`src/rtl/op_mode_scheduler_if.sv`:
```
// Handshake bundle between the operation sequencer and its surroundings:
// mode/confirm/abort from the switch front end, start/done with the four
// functional units, and status back to the user-facing logic.
interface op_mode_scheduler_if;
  // Requests from the switch decoder / debouncer
  logic [2:0] op;
  logic       confirm;
  logic       abort;

  // Completion pulses from the functional units
  logic       done_calc;
  logic       done_show;
  logic       done_gen;
  logic       done_input;

  // Start pulses to the functional units
  logic       start_calc;
  logic       start_show;
  logic       start_gen;
  logic       start_input;

  // Status and broadcast
  logic       abort_out;
  logic       busy;
  logic [2:0] active_op;
  logic       op_done;
  logic       err_req;

  // Controller side: drives requests and unit completions, observes status.
  modport master (
    output op, confirm, abort,
    output done_calc, done_show, done_gen, done_input,
    input  start_calc, start_show, start_gen, start_input,
    input  abort_out, busy, active_op, op_done, err_req
  );

  // Sequencer side.
  modport slave (
    input  op, confirm, abort,
    input  done_calc, done_show, done_gen, done_input,
    output start_calc, start_show, start_gen, start_input,
    output abort_out, busy, active_op, op_done, err_req
  );
endinterface

```
`src/rtl/op_mode_scheduler.sv`:
```
// Top-level operation sequencer for the matrix calculator.
// A confirm is accepted only when the mode code has been unchanged for
// SETTLE_CYCLES cycles and names a real unit (0-3). The chosen unit gets a
// one-cycle start, the block stays busy until that unit's done (or an abort),
// then emits a one-cycle op_done or abort_out and returns to idle.
module op_mode_scheduler #(
  parameter int SETTLE_CYCLES = 1000
) (
  input  logic              clk,
  input  logic              rst_n,
  op_mode_scheduler_if.slave bus
);

  localparam int CNT_W = $clog2(SETTLE_CYCLES + 1);
  localparam logic [CNT_W-1:0] CNT_MAX = CNT_W'(SETTLE_CYCLES);

  // Mode codes produced by the switch decoder
  localparam logic [2:0] OP_CALC    = 3'd0;
  localparam logic [2:0] OP_SHOW    = 3'd1;
  localparam logic [2:0] OP_GEN     = 3'd2;
  localparam logic [2:0] OP_INPUT   = 3'd3;
  localparam logic [2:0] OP_INVALID = 3'd4;

  typedef enum logic [2:0] {
    ST_IDLE,
    ST_DISPATCH,
    ST_RUN,
    ST_FINISH,
    ST_ABORT
  } state_e;

  // ---------------------------------------------------------------------------
  // Stability tracker
  // ---------------------------------------------------------------------------
  logic [2:0]       op_q;
  logic [CNT_W-1:0] cnt_q, cnt_d;
  logic             stable;

  // Next count: clear on any change of op, otherwise count up and saturate.
  always_comb begin
    // NOTE: every always_comb output gets a default first so no path leaves it
    // unassigned; an unassigned path would infer a latch.
    cnt_d = cnt_q;
    if (bus.op != op_q) begin
      cnt_d = '0;
    end else if (cnt_q != CNT_MAX) begin
      cnt_d = cnt_q + CNT_W'(1);
    end
  end

  assign stable = (cnt_q == CNT_MAX) && (bus.op == op_q);

  // Track the previous op and how long it has been unchanged, in every state.
  always_ff @(posedge clk) begin
    // NOTE: reset is synchronous -- rst_n is only looked at on a rising edge,
    // so it sits inside the clocked branch rather than in the sensitivity list.
    if (!rst_n) begin
      op_q  <= OP_INVALID;
      cnt_q <= '0;
    end else begin
      // NOTE: state registers use non-blocking assignments so every flop
      // samples pre-edge values regardless of statement order.
      op_q  <= bus.op;
      cnt_q <= cnt_d;
    end
  end

  // ---------------------------------------------------------------------------
  // Sequencer
  // ---------------------------------------------------------------------------
  state_e     state_q;
  logic [2:0] active_op_q;
  logic       start_calc_q, start_show_q, start_gen_q, start_input_q;
  logic       abort_out_q, busy_q, op_done_q, err_req_q;
  logic       op_valid;
  logic       done_match;

  // Only codes 0-3 name a functional unit.
  assign op_valid = (bus.op[2] == 1'b0);

  // Completion pulse belonging to the unit that is currently running.
  always_comb begin
    done_match = 1'b0;
    case (active_op_q)
      OP_CALC:  done_match = bus.done_calc;
      OP_SHOW:  done_match = bus.done_show;
      OP_GEN:   done_match = bus.done_gen;
      OP_INPUT: done_match = bus.done_input;
      default:  done_match = 1'b0;
    endcase
  end

  // State machine with registered outputs: each output register is loaded with
  // the value belonging to the state being entered on the same edge.
  always_ff @(posedge clk) begin
    if (!rst_n) begin
      state_q       <= ST_IDLE;
      active_op_q   <= OP_INVALID;
      start_calc_q  <= 1'b0;
      start_show_q  <= 1'b0;
      start_gen_q   <= 1'b0;
      start_input_q <= 1'b0;
      abort_out_q   <= 1'b0;
      busy_q        <= 1'b0;
      op_done_q     <= 1'b0;
      err_req_q     <= 1'b0;
    end else begin
      // Pulses default low; they are raised only on the edge entering the
      // single-cycle state that owns them.
      start_calc_q  <= 1'b0;
      start_show_q  <= 1'b0;
      start_gen_q   <= 1'b0;
      start_input_q <= 1'b0;
      abort_out_q   <= 1'b0;
      op_done_q     <= 1'b0;
      err_req_q     <= 1'b0;

      case (state_q)
        ST_IDLE: begin
          if (bus.confirm) begin
            if (stable && op_valid) begin
              state_q       <= ST_DISPATCH;
              active_op_q   <= bus.op;
              busy_q        <= 1'b1;
              start_calc_q  <= (bus.op == OP_CALC);
              start_show_q  <= (bus.op == OP_SHOW);
              start_gen_q   <= (bus.op == OP_GEN);
              start_input_q <= (bus.op == OP_INPUT);
            end else begin
              // Unsettled or invalid code: reject, keep the last active_op.
              err_req_q <= 1'b1;
            end
          end
        end

        ST_DISPATCH: begin
          // Start has been issued; done/abort are not looked at yet.
          state_q <= ST_RUN;
        end

        ST_RUN: begin
          // A matching done takes priority over a simultaneous abort.
          if (done_match) begin
            state_q   <= ST_FINISH;
            op_done_q <= 1'b1;
          end else if (bus.abort) begin
            state_q     <= ST_ABORT;
            abort_out_q <= 1'b1;
          end
        end

        ST_FINISH, ST_ABORT: begin
          state_q <= ST_IDLE;
          busy_q  <= 1'b0;
        end

        default: begin
          state_q <= ST_IDLE;
          busy_q  <= 1'b0;
        end
      endcase
    end
  end

  assign bus.start_calc  = start_calc_q;
  assign bus.start_show  = start_show_q;
  assign bus.start_gen   = start_gen_q;
  assign bus.start_input = start_input_q;
  assign bus.abort_out   = abort_out_q;
  assign bus.busy        = busy_q;
  assign bus.active_op   = active_op_q;
  assign bus.op_done     = op_done_q;
  assign bus.err_req     = err_req_q;

endmodule

```
`src/flat_wrapper.sv`:
```
// flat-port wrapper written by rule: the top's interface ports become plain ports
module op_mode_scheduler_flat 
#(
  parameter int SETTLE_CYCLES = 1000
)
  (clk, rst_n, bus_op, bus_confirm, bus_abort, bus_done_calc, bus_done_show, bus_done_gen, bus_done_input, bus_start_calc, bus_start_show, bus_start_gen, bus_start_input, bus_abort_out, bus_busy, bus_active_op, bus_op_done, bus_err_req);
  op_mode_scheduler_if bus_i ();
  input  logic clk;
  input  logic rst_n;
  input wire logic [$bits(bus_i.op)-1:0] bus_op;
  input wire logic [$bits(bus_i.confirm)-1:0] bus_confirm;
  input wire logic [$bits(bus_i.abort)-1:0] bus_abort;
  input wire logic [$bits(bus_i.done_calc)-1:0] bus_done_calc;
  input wire logic [$bits(bus_i.done_show)-1:0] bus_done_show;
  input wire logic [$bits(bus_i.done_gen)-1:0] bus_done_gen;
  input wire logic [$bits(bus_i.done_input)-1:0] bus_done_input;
  output wire logic [$bits(bus_i.start_calc)-1:0] bus_start_calc;
  output wire logic [$bits(bus_i.start_show)-1:0] bus_start_show;
  output wire logic [$bits(bus_i.start_gen)-1:0] bus_start_gen;
  output wire logic [$bits(bus_i.start_input)-1:0] bus_start_input;
  output wire logic [$bits(bus_i.abort_out)-1:0] bus_abort_out;
  output wire logic [$bits(bus_i.busy)-1:0] bus_busy;
  output wire logic [$bits(bus_i.active_op)-1:0] bus_active_op;
  output wire logic [$bits(bus_i.op_done)-1:0] bus_op_done;
  output wire logic [$bits(bus_i.err_req)-1:0] bus_err_req;
  assign bus_i.op = bus_op;
  assign bus_i.confirm = bus_confirm;
  assign bus_i.abort = bus_abort;
  assign bus_i.done_calc = bus_done_calc;
  assign bus_i.done_show = bus_done_show;
  assign bus_i.done_gen = bus_done_gen;
  assign bus_i.done_input = bus_done_input;
  assign bus_start_calc = bus_i.start_calc;
  assign bus_start_show = bus_i.start_show;
  assign bus_start_gen = bus_i.start_gen;
  assign bus_start_input = bus_i.start_input;
  assign bus_abort_out = bus_i.abort_out;
  assign bus_busy = bus_i.busy;
  assign bus_active_op = bus_i.active_op;
  assign bus_op_done = bus_i.op_done;
  assign bus_err_req = bus_i.err_req;
  op_mode_scheduler #(.SETTLE_CYCLES(SETTLE_CYCLES)) u_core (.clk(clk), .rst_n(rst_n), .bus(bus_i));
endmodule
```
`config.mk`:
```
export PLATFORM = sky130hd
export DESIGN_NAME = op_mode_scheduler_flat
export DESIGN_NICKNAME = d
export VERILOG_FILES = /design/src/rtl/op_mode_scheduler_if.sv /design/src/rtl/op_mode_scheduler.sv /design/src/flat_wrapper.sv
export SDC_FILE = /design/constraint.sdc
export NUM_CORES = 1
export LEC_CHECK = 0
export CORE_MARGIN = 10
export CORE_UTILIZATION = 40
export CTS_BUF_LIST = sky130_fd_sc_hd__clkbuf_8
export DETAILED_ROUTE_END_ITERATION = 8
export PLACE_DENSITY = 0.68
export SKIP_CTS_REPAIR_TIMING = 1
export SYNTH_ARGS = -nofsm -noshare
export SYNTH_HDL_FRONTEND = slang
export SYNTH_SLANG_ARGS = --single-unit
```
`constraint.sdc`:
```
create_clock -name clk -period 2 [get_ports clk]
set_clock_uncertainty 0.2 [all_clocks]
set_input_delay 0.5 -clock clk [delete_from_list [all_inputs] [get_ports clk]]
set_output_delay 0.5 -clock clk [all_outputs]
set_load 0.05 [all_outputs]
```
==> run metrics, run 1 <==
Via density 4.98; H-tree depth 1; GRT overflow 0; Avg Inst Size Synth 9.93 µm²; worst setup margin 0.121 ns; initial DRC count 40; clk_lat worst skew 0.27 ns; placed wire-length estimate 1870 µm; CP max stage delay 0.46 ns; final estimated routing congestion in global placement 0.798; diodes inserted 0; Max Cap Viol 0; Gate Count Post-Synth 112; Hold Crit Class reg -> reg; Finished Cell Area 1490 µm²; VDD IR max 375 µV; Fmax 532 MHz; clk sink count 27; Clock Path Buffers 2; drt first pass iters 4; Synth Area in Compound Gates 4.95%; PD cells 619 nW/µm²; post-synthesis adder-cell area fraction 2.25%; mux contribution to synthesized area 3.82%; Rel. slew slack 81.7%; via count 896; fraction of layout cells with a size suffix above 1 23.5%; final hold vios 0; # port buffers 21; Main synth FF type dfxtp_1; leading post-synthesis cells by cell area dfxtp_1, xor2_1, nor2_1; EDFF count, synth 0; largest net degree at the start of global routing 15; Post-Syn Nets 125; Setup CP Type in -> reg; Die Width 72.7 µm; post-synthesis simple-gate area fraction 30.4%; WHS 0.297 ns; Clock transition at path regs 0.08 ns; fin crit period 1.88 ns; first-pass GRT wire length 4120 µm; initial antenna violation count 0; FF+latch count, synth 27; number of fill cells in the layout 261; Slew Viols, Final 0; Critical Path Fanout Max 4; placed insts 176; ys async rst share 0%; Synth warnings 0; slowest CP cell clkdlybuf4s50_1; Period Utilization, post-route 94.0%; starting density of the core 41.0%; Critical Path End Type flip-flop; P&R area growth vs syn 34.3%; data required time of the critical path 1.99 ns; die area 5290 µm²; kind of start point of the critical path primary input; Finished Layout Cells 180; XOR/XNOR Fraction of Synth Area 8.66%; Slew @ Worst Pin 0.274 ns; num ports 22; CTS tree yes; core area 2710 µm²; P_leak 0.580 nW; Cell Rows 19; Synth cell types 30; Synth top area share 48.6%; clock root buffer clkbuf_8; Antenna Nets Post-Route 0; CP Cell Sequence clkdlybuf4s50_1 > nand2b_1 > nor4b_4 > nand4_1 > nor3b_1; vias in the first global route 983; status complete, no violations; wire length per cell 12.8 µm; Post-DP Area 1440 µm²; TritonCTS buffer count 3; flip-flop and latch area 541 µm²; Tot GR Track Use 9.53%; WL final 2300 µm; register area share after synthesis 48.6%; Worst Path Arrival 1.87 ns; Die Ht 72.7 µm; drc violations 0; pre-CTS setup slack -0.181 ns; largest family of logic cells by synthesized area simple AND/OR/NAND/NOR gates; post-synth top area cell dfxtp_1; Cell Area, Synth 1110 µm²; Setup-failing EPs final 0; final net count 163; Multi-input gate area 566 µm²
## cells in the final DEF, fill, tap and decap left out
cell             instances
ha_1                     2
and2_1                   2
nand4bb_4                1
a31o_2                   1
nor3_1                   4
buf_4                   23
a21boi_0                 1
nor3_4                   1
nor3b_1                  2
clkdlybuf4s50_1         10
nand3_1                  5
mux4_2                   1
and3_1                   1
nor4b_4                  1
nand2_1                  9
nor4b_2                  1
xnor2_1                  4
and3_2                   1
o21a_1                   1
mux2i_1                  2
nand4_1                  5
nand2b_1                 3
nand3_2                  1
xor2_1                   7
nor2_1                  16
and4_1                   2
dfxtp_1                 27
a21oi_1                  1
a31oi_1                  1
or3_1                    1
clkbuf_8                 3
buf_12                   1
o21ai_0                  4
inv_1                    4
## power by group
group / total (mW) / internal [mW] / switching (mW)
clock: 0.297 / 0.138 / 0.159
sequential: 0.546 / 0.542 / 0.00326
combinational: 0.0828 / 0.0474 / 0.0354
## worst paths after layout
| check | start | to | slack (ns) | cells after the start |
|---|---|---|---|---|
| max | bus_confirm | u_core.bus.start_gen$_SDFF_PN0_ | 0.12 | 5 |
| min | u_core.bus.busy$_SDFFE_PN0P_ | u_core.bus.busy$_SDFFE_PN0P_ | 0.30 | 1 |
| max reg2reg | u_core.cnt_q[0]$_SDFFE_PP0P_ | u_core.bus.start_gen$_SDFF_PN0_ | 0.29 | 6 |
| min reg2reg | u_core.bus.busy$_SDFFE_PN0P_ | u_core.bus.busy$_SDFFE_PN0P_ | 0.30 | 1 |
## synth_stat cells, types with 3 or more instances
cell type,n
dfxtp_1,27
nand2_1,9
xor2_1,7
nand3_1,5
inv_1,3
o21ai_0,4
nor2_1,16
nand2b_1,3
xnor2_1,4
nor3_1,4
nand4_1,5
## sequential cells by signal, summed over array words and instances, names as in the netlist
signal / flops
u_core.bus.op_done: 1
u_core.state_q: 3
u_core.bus.start_input: 1
u_core.bus.err_req: 1
u_core.cnt_q: 10
u_core.bus.start_gen: 1
u_core.op_q: 3
u_core.bus.busy: 1
u_core.bus.start_calc: 1
u_core.bus.abort_out: 1
u_core.bus.start_show: 1
u_core.bus.active_op: 3
## worst max-delay path: cells and delay by family
family,cells,cell delay [ns]
buf+inv,1,0.46
simple gates,4,0.90
## layer usage
metal / vias up / global-route usage [%] / routed length [µm]
li1: 461 / - / -
met1: 414 / 9.96 / 962
met2: 18 / 16.4 / 1150
met3: 3 / 3.67 / 147
met4: 0 / 4.43 / 40
met5: - / 0 / 0
## stage by stage
step	util, %	power (mW)	setup TNS, ns
floorplan	-	0.590	0
global placement	53.1	0.638	-0.986
detailed placement	53.1	0.641	-1.25
CTS	54.8	0.937	0
global route	55.1	0.964	-0.00295
finish	55.1	0.925	0
## kinds of logic (layout without fill, tap and decap cells)
logic type | count (synthesis) | count (layout)
muxes | 3 | 3
xor gates and xnor gates | 11 | 11
AOI/OAI and AO/OA | 9 | 9
buffers and inverters | 4 | 41
adders and majority gates | 2 | 2
DFF | 27 | 27
and+or+nand+nor | 56 | 56
## cell type report
| cell class | instances | share of cell area (%) |
|---|---|---|
| Tap cell | 31 | 2.60 |
| Sequential cell | 27 | 36.2 |
| Inverter | 3 | 0.754 |
| Multi-Input combinational cell | 81 | 37.9 |
| Clock buffer | 3 | 2.76 |
| Timing Repair Buffer | 34 | 19.6 |
| Clock inverter | 1 | 0.251 |
Power figures use the tool's default switching activity.
==> run 2, diff against run 1 <==
--- a/config.mk
+++ b/config.mk
@@ -5,11 +5,13 @@
 export SDC_FILE = /design/constraint.sdc
 export NUM_CORES = 1
 export LEC_CHECK = 0
+export ABC_CLOCK_PERIOD_IN_PS = 2000
 export CORE_MARGIN = 10
 export CORE_UTILIZATION = 40
 export CTS_BUF_LIST = sky130_fd_sc_hd__clkbuf_8
 export DETAILED_ROUTE_END_ITERATION = 8
-export PLACE_DENSITY = 0.68
+export DONT_BUFFER_PORTS = 1
+export PLACE_DENSITY = 0.58
 export SKIP_CTS_REPAIR_TIMING = 1
 export SYNTH_ARGS = -nofsm -noshare
 export SYNTH_HDL_FRONTEND = slang
==> run metrics, run 2 (synthesis results as in run 1) <==
Worst R2R Path Depth 6 (unchanged); Worst setup endpoint u_core.bus.start_show$_SDFF_PN0_; Setup-failing EPs final 0 (unchanged); switching component of the power 0.180 mW (-9.0%); Clock Power Share 33.5% (+1.4 points); starting density of the core 41.0% (unchanged); Reg2Reg Setup Slack 0.27 ns (-0.02 ns); kind of start point of the critical path flip-flop; Critical Path End Type flip-flop; placed wire-length estimate 1670 µm (-11%); die area 5290 µm² (unchanged); vias in the first global route 793 (-19%); Clock transition at path regs 0.09 ns (about the same); GRT overflow 0 (unchanged); Die Width 72.7 µm (unchanged); P_leak 0.436 nW (-25%); critical path launch point u_core.cnt_q[0]$_SDFFE_PP0P_; PD cells 714 nW/µm² (+15%); H-tree depth 1 (unchanged); Largest register FFs 10 (unchanged); clk sink count 27 (unchanged); Hold Crit Class in -> reg; Max Cap Viol 0 (unchanged); Die Ht 72.7 µm (unchanged); drt first pass iters 4 (unchanged); worst r2r dst u_core.bus.start_show$_SDFF_PN0_; # port buffers 0 (-100%); Sw Share 20.6% (-0.76 points); Int Power 0.693 mW (-4.8%); largest net degree at the start of global routing 15 (unchanged); Slew @ Worst Pin 0.508 ns (+0.235 ns); Setup CP Type reg -> reg; CP Cell Sequence inv_1 > ha_1 > nand2_1 > nor3_4 > nand4_1 > nor4b_2; final hold vios 0 (unchanged); P&R area growth vs syn 9.90%; diodes inserted 0 (unchanged); most common cell after layout, fill and taps aside dfxtp_1; CP max stage delay 0.34 ns (-0.12 ns); RSZ-0062 raised after global routing no; Logic pwr share 3.5% (-5.5 points); WL final 2130 µm (-7.4%); core area 2710 µm² (unchanged); clock root buffer clkbuf_8; pre-CTS setup slack 0.199 ns (+0.380 ns); Via density 5.46 (+9.7%); num ports 22 (unchanged); initial antenna violation count 0 (unchanged); min-delay src bus_op[2]; fin crit period 1.73 ns (-0.154 ns); TritonCTS buffer count 3 (unchanged); drc violations 0 (unchanged); Finished Layout Cells 150 (-17%); worst r2r src u_core.cnt_q[0]$_SDFFE_PP0P_; most frequent cells in the layout dfxtp_1, nor2_1, nand2_1; first-pass GRT wire length 3570 µm (-13%); status complete, no violations; final net count 133 (-18%); Tot GR Track Use 8.40% (-1.1 points); slowest CP cell dfxtp_1; final estimated routing congestion in global placement 0.806 (+1.1%); placed insts 146 (-17%); clk_lat worst skew 0.26 ns (about the same); Antenna Nets Post-Route 0 (unchanged); Critical Path Fanout Max 7 (+3); Slew Viols, Final 0 (unchanged); Fmax 580 MHz (+8.9%); VDD IR max 508 µV (+36%); Rel. slew slack 66.1% (-16 points); fraction of layout cells with a size suffix above 1 12.6% (-11 points); via count 819 (-8.6%); Flop pwr share 63.0% (+4.0 points); setup_tns 0 ns (unchanged); Clock Path Buffers 2 (unchanged); CTS tree yes; wire length per cell 14.2 µm (+11%); hold path cells 1 (unchanged); initial DRC count 22 (-45%); data required time of the critical path 1.98 ns (about the same); Period Utilization, post-route 86.3% (-7.7 points); worst setup margin 0.275 ns (+0.154 ns); Largest Register u_core.cnt_q; Worst Path Arrival 1.70 ns (-0.17 ns); Cell Rows 19 (unchanged)
[run 2: power by group through the flow]
stage / Combinational, mW / Sequential [mW] / Clock [mW]
6_report: 0.0305 / 0.549 / 0.293
5_1_grt: 0.0349 / 0.550 / 0.331
4_1_cts: 0.0308 / 0.550 / 0.310
3_5_place_dp: 0.0306 / 0.562 / 0
3_3_place_gp: 0.0301 / 0.562 / 0
2_1_floorplan: 0.0280 / 0.562 / 0
[run 2: final cells by class]
type	count	area, µm²
Tap cell	31	38.8
Sequential cell	27	541
Inverter	3	11.3
Timing Repair Buffer	4	30.0
Multi-Input combinational cell	81	557
Fill cell	275	1490
Clock buffer	3	41.3
Clock inverter	1	3.75
[run 2: metrics by stage]
step,hold slack [ns],util (%),power [mW],area [µm²]
floorplan,0.279,-,0.590,1110
global placement,0.294,43.4,0.592,1180
detailed placement,0.308,43.4,0.593,1180
CTS,0.0862,45.1,0.891,1220
global route,0.0789,45.1,0.916,1220
finish,0.0975,45.1,0.873,1220
[run 2: worst min path at each step]
stage,slack [ns],to
6_report,0.1,u_core.bus.start_show$_SDFF_PN0_
3_3_place_gp,0.29,u_core.cnt_q[9]$_SDFFE_PP0P_
4_1_cts,0.09,u_core.bus.start_show$_SDFF_PN0_
5_1_grt,0.08,u_core.bus.start_show$_SDFF_PN0_
2_1_floorplan,0.28,u_core.cnt_q[9]$_SDFFE_PP0P_
3_5_place_dp,0.31,u_core.cnt_q[9]$_SDFFE_PP0P_
[run 2: worst max-delay path: cells and delay by family (launching register included)]
family,cells,cell delay (ns)
AND/OR/NAND/NOR,4,0.85
flip-flops,1,0.34
buffers and inverters,1,0.09
adder cells (fa/ha/maj),1,0.15
[run 2: routing by layer]
| layer | up-vias | track usage, % | part of all wire (%) |
|---|---|---|---|
| li1 | 403 | - | - |
| met5 | - | 0 | 0 |
| met3 | 2 | 4.35 | 9.3 |
| met4 | 0 | 2.53 | 0.85 |
| met2 | 27 | 13.4 | 47 |
| met1 | 387 | 9.52 | 43 |
==> variant 1 (settings of run 1) <==
Compare `cnt_q` against `CNT_MAX` with >= in place of ==.
--- a/src/rtl/op_mode_scheduler.sv
+++ b/src/rtl/op_mode_scheduler.sv
@@ -48,7 +48,7 @@
     end
   end
 
-  assign stable = (cnt_q == CNT_MAX) && (bus.op == op_q);
+  assign stable = (cnt_q >= CNT_MAX) && (bus.op == op_q);
 
   // Track the previous op and how long it has been unchanged, in every state.
   always_ff @(posedge clk) begin
Check against the original RTL: same outputs for any inputs over 10 cycles, from zero or initial values and one cycle with rst_n low; that may be too few to reach the edited logic, so the function may still have changed.
==> variant 1 against run 1 <==
  * Wire length decreased by 2.7%
  * Design area decreased by 2.8%
  * Worst setup slack got worse by 64 ps
  * Sequential cell count unchanged
  * Area after synthesis decreased by 0.90%
  * Non-clock buffer count decreased by 2
  * Power increased by 0.22%
  * Utilization increased by 2.0 points
==> variant 1: results <==
{
  "outcome": "finished clean",
  "dr.first_iter.drc_count": 18,
  "share_of_cell_area_taken_by_muxes_after_synthesis_pct": 5.68,
  "vdd.ir_drop.worst_uv": 658,
  "max_stage_delay_ps": 580,
  "met2_length_mm": 1.12,
  "hpwl_mm": 1.83,
  "post_synth_fa_ha_maj_area_fraction_pct": 2.27,
  "critPathMaxFanout": 8,
  "worst_ep_arrival_time_ps": 1960,
  "fillers": 238,
  "clock_insertion_delay_worst_skew_ps": 270,
  "route.vias.total": 889,
  "finalWeightedCongestion": 0.774,
  "mappedNetlistNets": 128,
  "post_synth_main_area_contributors": "sky130_fd_sc_hd__dfxtp_1 49%, sky130_fd_sc_hd__nand2_1 4.4%, sky130_fd_sc_hd__xnor2_1 4.0%, sky130_fd_sc_hd__xor2_1 4.0%, sky130_fd_sc_hd__nor2_1 3.7%",
  "final_layout_size_suffix_gt1_share_pct": 22.1,
  "grt_pass1_wl_mm": 3.76,
  "worstHoldPathCells": 2,
  "post_synth_most_frequent_cells": "27 x sky130_fd_sc_hd__dfxtp_1, 13 x sky130_fd_sc_hd__nand2_1, 11 x sky130_fd_sc_hd__nor2_1",
  "timing.max_slew.rel_slack_pct": 81.0,
  "synth_compound_gate_area_share_pct": 4.88,
  "route.detailed.vias_per_inst": 4.97,
  "synth-xor-area-share_pct": 7.95,
  "mean_instance_size_in_the_synthesized_netlist_um2": 9.59,
  "met1Wirelength_um": 970,
  "gr_util_met3_pct": 4.35,
  "critical_path.startpoint": "bus_op[0]",
  "critical_path.slowest_cell": "sky130_fd_sc_hd__or4b_4",
  "gr-usage-met1_pct": 8.78,
  "ys_types": 28,
  "wirelength_mm": 2.23,
  "routed_length_on_met3_um": 139,
  "synth.yosys.seq_area_share_pct": 49.0,
  "met2_usage_pct": 15.3,
  "dpl.cell_count": 174
}
-- variant 1: final timing paths --
path / to
worst max register to register: u_core.cnt_q[1]
worst min register to register: u_core.bus.busy
worst min-delay path: u_core.bus.busy
worst max-delay path: u_core.cnt_q[4]
-- variant 1: power by group --
| part | internal (W) | switching, W | total (W) |
|---|---|---|---|
| clock | 0.000141 | 0.000165 | 0.000306 |
| combinational | 0.0000442 | 0.0000307 | 0.0000749 |
| sequential | 0.000542 | 0.00000362 | 0.000546 |
-- variant 1: worst register-to-register path, stage by stage (launching register included) --
cell	delay, ps
sky130_fd_sc_hd__dfxtp_1	370
sky130_fd_sc_hd__inv_1	70
sky130_fd_sc_hd__ha_1	140
sky130_fd_sc_hd__nand4bb_1	100
sky130_fd_sc_hd__or3_2	500
sky130_fd_sc_hd__mux2i_1	180
sky130_fd_sc_hd__nor2_1	50
-- variant 1: layout make-up --
| cell class | count | share of cell area, % |
|---|---|---|
| flip-flops and latches | 27 | 37.2 |
| multi-input cells | 79 | 36.4 |
| repair buffers | 32 | 18.6 |
| clock buffers | 3 | 2.84 |
| well taps | 30 | 2.58 |
| inverters | 7 | 1.81 |
| clock inverters | 1 | 0.517 |
-- variant 1: stage by stage --
step	util, %	setup slack, ps	hold slack, ps	instance area [um^2]
3_5_place_dp	54.3	-274	257	1380
6_report	57.1	56.9	267	1450
2_1_floorplan	-	177	281	1100
4_1_cts	56.2	14.5	268	1430
3_3_place_gp	54.3	-244	251	1380
5_1_grt	57.1	-9.36	281	1450
-- variant 1: kinds of logic after synthesis --
family,count (synthesis)
AO/OA/AOI/OAI,10
XOR/XNOR,10
adder cells (fa/ha/maj),2
buffers and inverters,9
flip-flops,27
multiplexers,5
AND/OR/NAND/NOR,52
==> variant 2 (config.mk and constraints of run 1) <==
Made on the original files. `SETTLE_CYCLES` is set to 1000 in 2 places; all go to 250.
--- a/src/rtl/op_mode_scheduler.sv
+++ b/src/rtl/op_mode_scheduler.sv
@@ -4,7 +4,7 @@
 // one-cycle start, the block stays busy until that unit's done (or an abort),
 // then emits a one-cycle op_done or abort_out and returns to idle.
 module op_mode_scheduler #(
-  parameter int SETTLE_CYCLES = 1000
+  parameter int SETTLE_CYCLES = 250
 ) (
   input  logic              clk,
   input  logic              rst_n,
--- a/src/flat_wrapper.sv
+++ b/src/flat_wrapper.sv
@@ -1,7 +1,7 @@
 // flat-port wrapper written by rule: the top's interface ports become plain ports
 module op_mode_scheduler_flat 
 #(
-  parameter int SETTLE_CYCLES = 1000
+  parameter int SETTLE_CYCLES = 250
 )
   (clk, rst_n, bus_op, bus_confirm, bus_abort, bus_done_calc, bus_done_show, bus_done_gen, bus_done_input, bus_start_calc, bus_start_show, bus_start_gen, bus_start_input, bus_abort_out, bus_busy, bus_active_op, bus_op_done, bus_err_req);
   op_mode_scheduler_if bus_i ();
Function: no difference found for any inputs over 10 cycles, from zero or initial values and one cycle with rst_n low; that may be too few to reach the edited logic, so the function may still have changed.
==> variant 2 against run 1 <==
  * Wire length decreased by 6.6%
  * Design area shrank 7.9%
  * Sequential power decreased by 7.5%
  * Clock power shrank 3%
  * Register-to-register slack worse by 240 ps
  * Utilization grew 1.5 points
  * Worst setup slack got worse by 73 ps
  * Power fell by 6.1%
  * Area after synthesis decreased by 10%
  * Critical path depth is 2 lower
  * Sequential cell count fell by 2
  * Critical path type is now flip-flop to flip-flop
  * Largest power group unchanged
  * Highest routed layer unchanged
==> variant 2: results <==
{
  "grt.total_usage_pct": 8.71,
  "setup_viol": 0,
  "dr.first_iter.drc_count": 62,
  "clock_insertion_delay_worst_skew_ps": 260,
  "post_dp_area_mm2": 0.00130,
  "final_layout_size_suffix_gt1_share_pct": 24.1,
  "vdd.ir_drop.worst_uv": 384,
  "worst_ep_arrival_time_ps": 1930,
  "wirelength_mm": 2.14,
  "outcome": "finished clean",
  "drt_pre_antenna_iters": 4,
  "route.vias.total": 825,
  "grt_pass1_vias": 885,
  "post-place-ws_ps": -457,
  "max_stage_delay_ps": 540,
  "power.switching_fraction_pct": 21.5,
  "finalWeightedCongestion": 0.798,
  "hpwl_mm": 1.67,
  "grt_max_degree": 14,
  "report.power.total_w": 0.000869,
  "portBuffers": 21,
  "mappedNetlistNets": 117,
  "seqPwrFrac_pct": 58.2,
  "share_clk_of_total_power_pct": 33.2,
  "hold_path.class": "flip-flop to flip-flop",
  "post_synth_most_frequent_cells": "25 x sky130_fd_sc_hd__dfxtp_1, 15 x sky130_fd_sc_hd__nor2_1, 12 x sky130_fd_sc_hd__nand2_1",
  "leakagePower_nw": 0.601,
  "cts-htree-levels": 1,
  "critical_path.slowest_cell": "sky130_fd_sc_hd__or4b_4",
  "transition_at_the_pin_with_the_smallest_max_transition_slack_ps": 308,
  "antenna_found_initial": 0,
  "n_antenna_cell": 0,
  "cts_buffer_depth": 2,
  "cpLargestDelayFamily": "simple AND/OR/NAND/NOR gates",
  "grt_pass1_wl_mm": 3.61,
  "clock-root-buffer": "sky130_fd_sc_hd__clkbuf_8",
  "synth.yosys.seq_area_share_pct": 50.0,
  "fillers": 214,
  "ys_types": 29,
  "clk_pin_slew_worst_paths_ps": 90,
  "postLayoutCoreUtil_pct": 56.6,
  "critPathMaxFanout": 4,
  "post_synth_main_area_contributors": "sky130_fd_sc_hd__dfxtp_1 50%, sky130_fd_sc_hd__nor2_1 5.6%, sky130_fd_sc_hd__xnor2_1 5.2%, sky130_fd_sc_hd__nand2_1 4.5%, sky130_fd_sc_hd__xor2_1 3.5%",
  "ys.warnings.count": 0,
  "largest_register_ff_count": 8,
  "dominantRegCellSynth": "sky130_fd_sc_hd__dfxtp_1",
  "number_of_buffers_inserted_during_clock_tree_synthesis": 3,
  "fin_nets": 155,
  "synthArstFlopShare_pct": 0
}
variant 2: cell count changes in the layout (fill, tap and decap cells not counted), sizes merged, moves of 2 or more:
cell           change
or2                +2
dlymetal6s2s       +4
and4               -2
nor4               +3
clkdlybuf4s50      -4
dfxtp              -2
o21ai              -3
xnor2              +2
nand4              -4
nor3               -3
xor2               -3
nand2              +3
nand3b             +4
nor4b              -2
variant 2: cell type report:
type,count,area share (%)
well taps,30,2.73
clock buffers,3,3.00
inverters,4,1.09
repair buffers,34,21.1
flip-flops and latches,25,36.4
multi-input cells,74,35.5
clock inverters,1,0.273
variant 2: logic make-up after synthesis:
family	share of synthesized area, %
mux	4.25
flops	50.0
xor+xnor	8.75
compound gates	3.88
buf+inv	1.87
fa+ha+maj	2.50
simple gates	28.8
variant 2: per-stage QoR:
stage,std cells,TNS [ps]
floorplan,104,0
global placement,165,-2450
detailed placement,165,-2640
CTS,169,-427
global route,171,0
finish,171,0
variant 2: metal layers:
| metal | global-route usage [%] | vias to the layer above | part of all wire (%) |
|---|---|---|---|
| met2 | 14.6 | 20 | 45 |
| met3 | 5.23 | 4 | 9.7 |
| met1 | 8.51 | 373 | 44 |
| li1 | - | 428 | - |
| met5 | 0 | - | 0 |
| met4 | 3.51 | 0 | 1.6 |
variant 2: path summary, 6_finish.rpt:
kind | startpoint | end | slack (ps) | cells past startpoint
max | u_core.state_q[2] | u_core.bus.start_calc | 50 | 3
min | u_core.bus.active_op[1] | u_core.bus.active_op[1] | 290 | 2
max reg2reg | u_core.state_q[2] | u_core.bus.start_calc | 50 | 3
min reg2reg | u_core.bus.active_op[1] | u_core.bus.active_op[1] | 290 | 2
variant 2: tightest hold or removal path: cells and delay by family (launching register included):
kind	cells	cell delay, ps
DFF	1	330
and+or+nand+nor	1	60
muxes	1	50
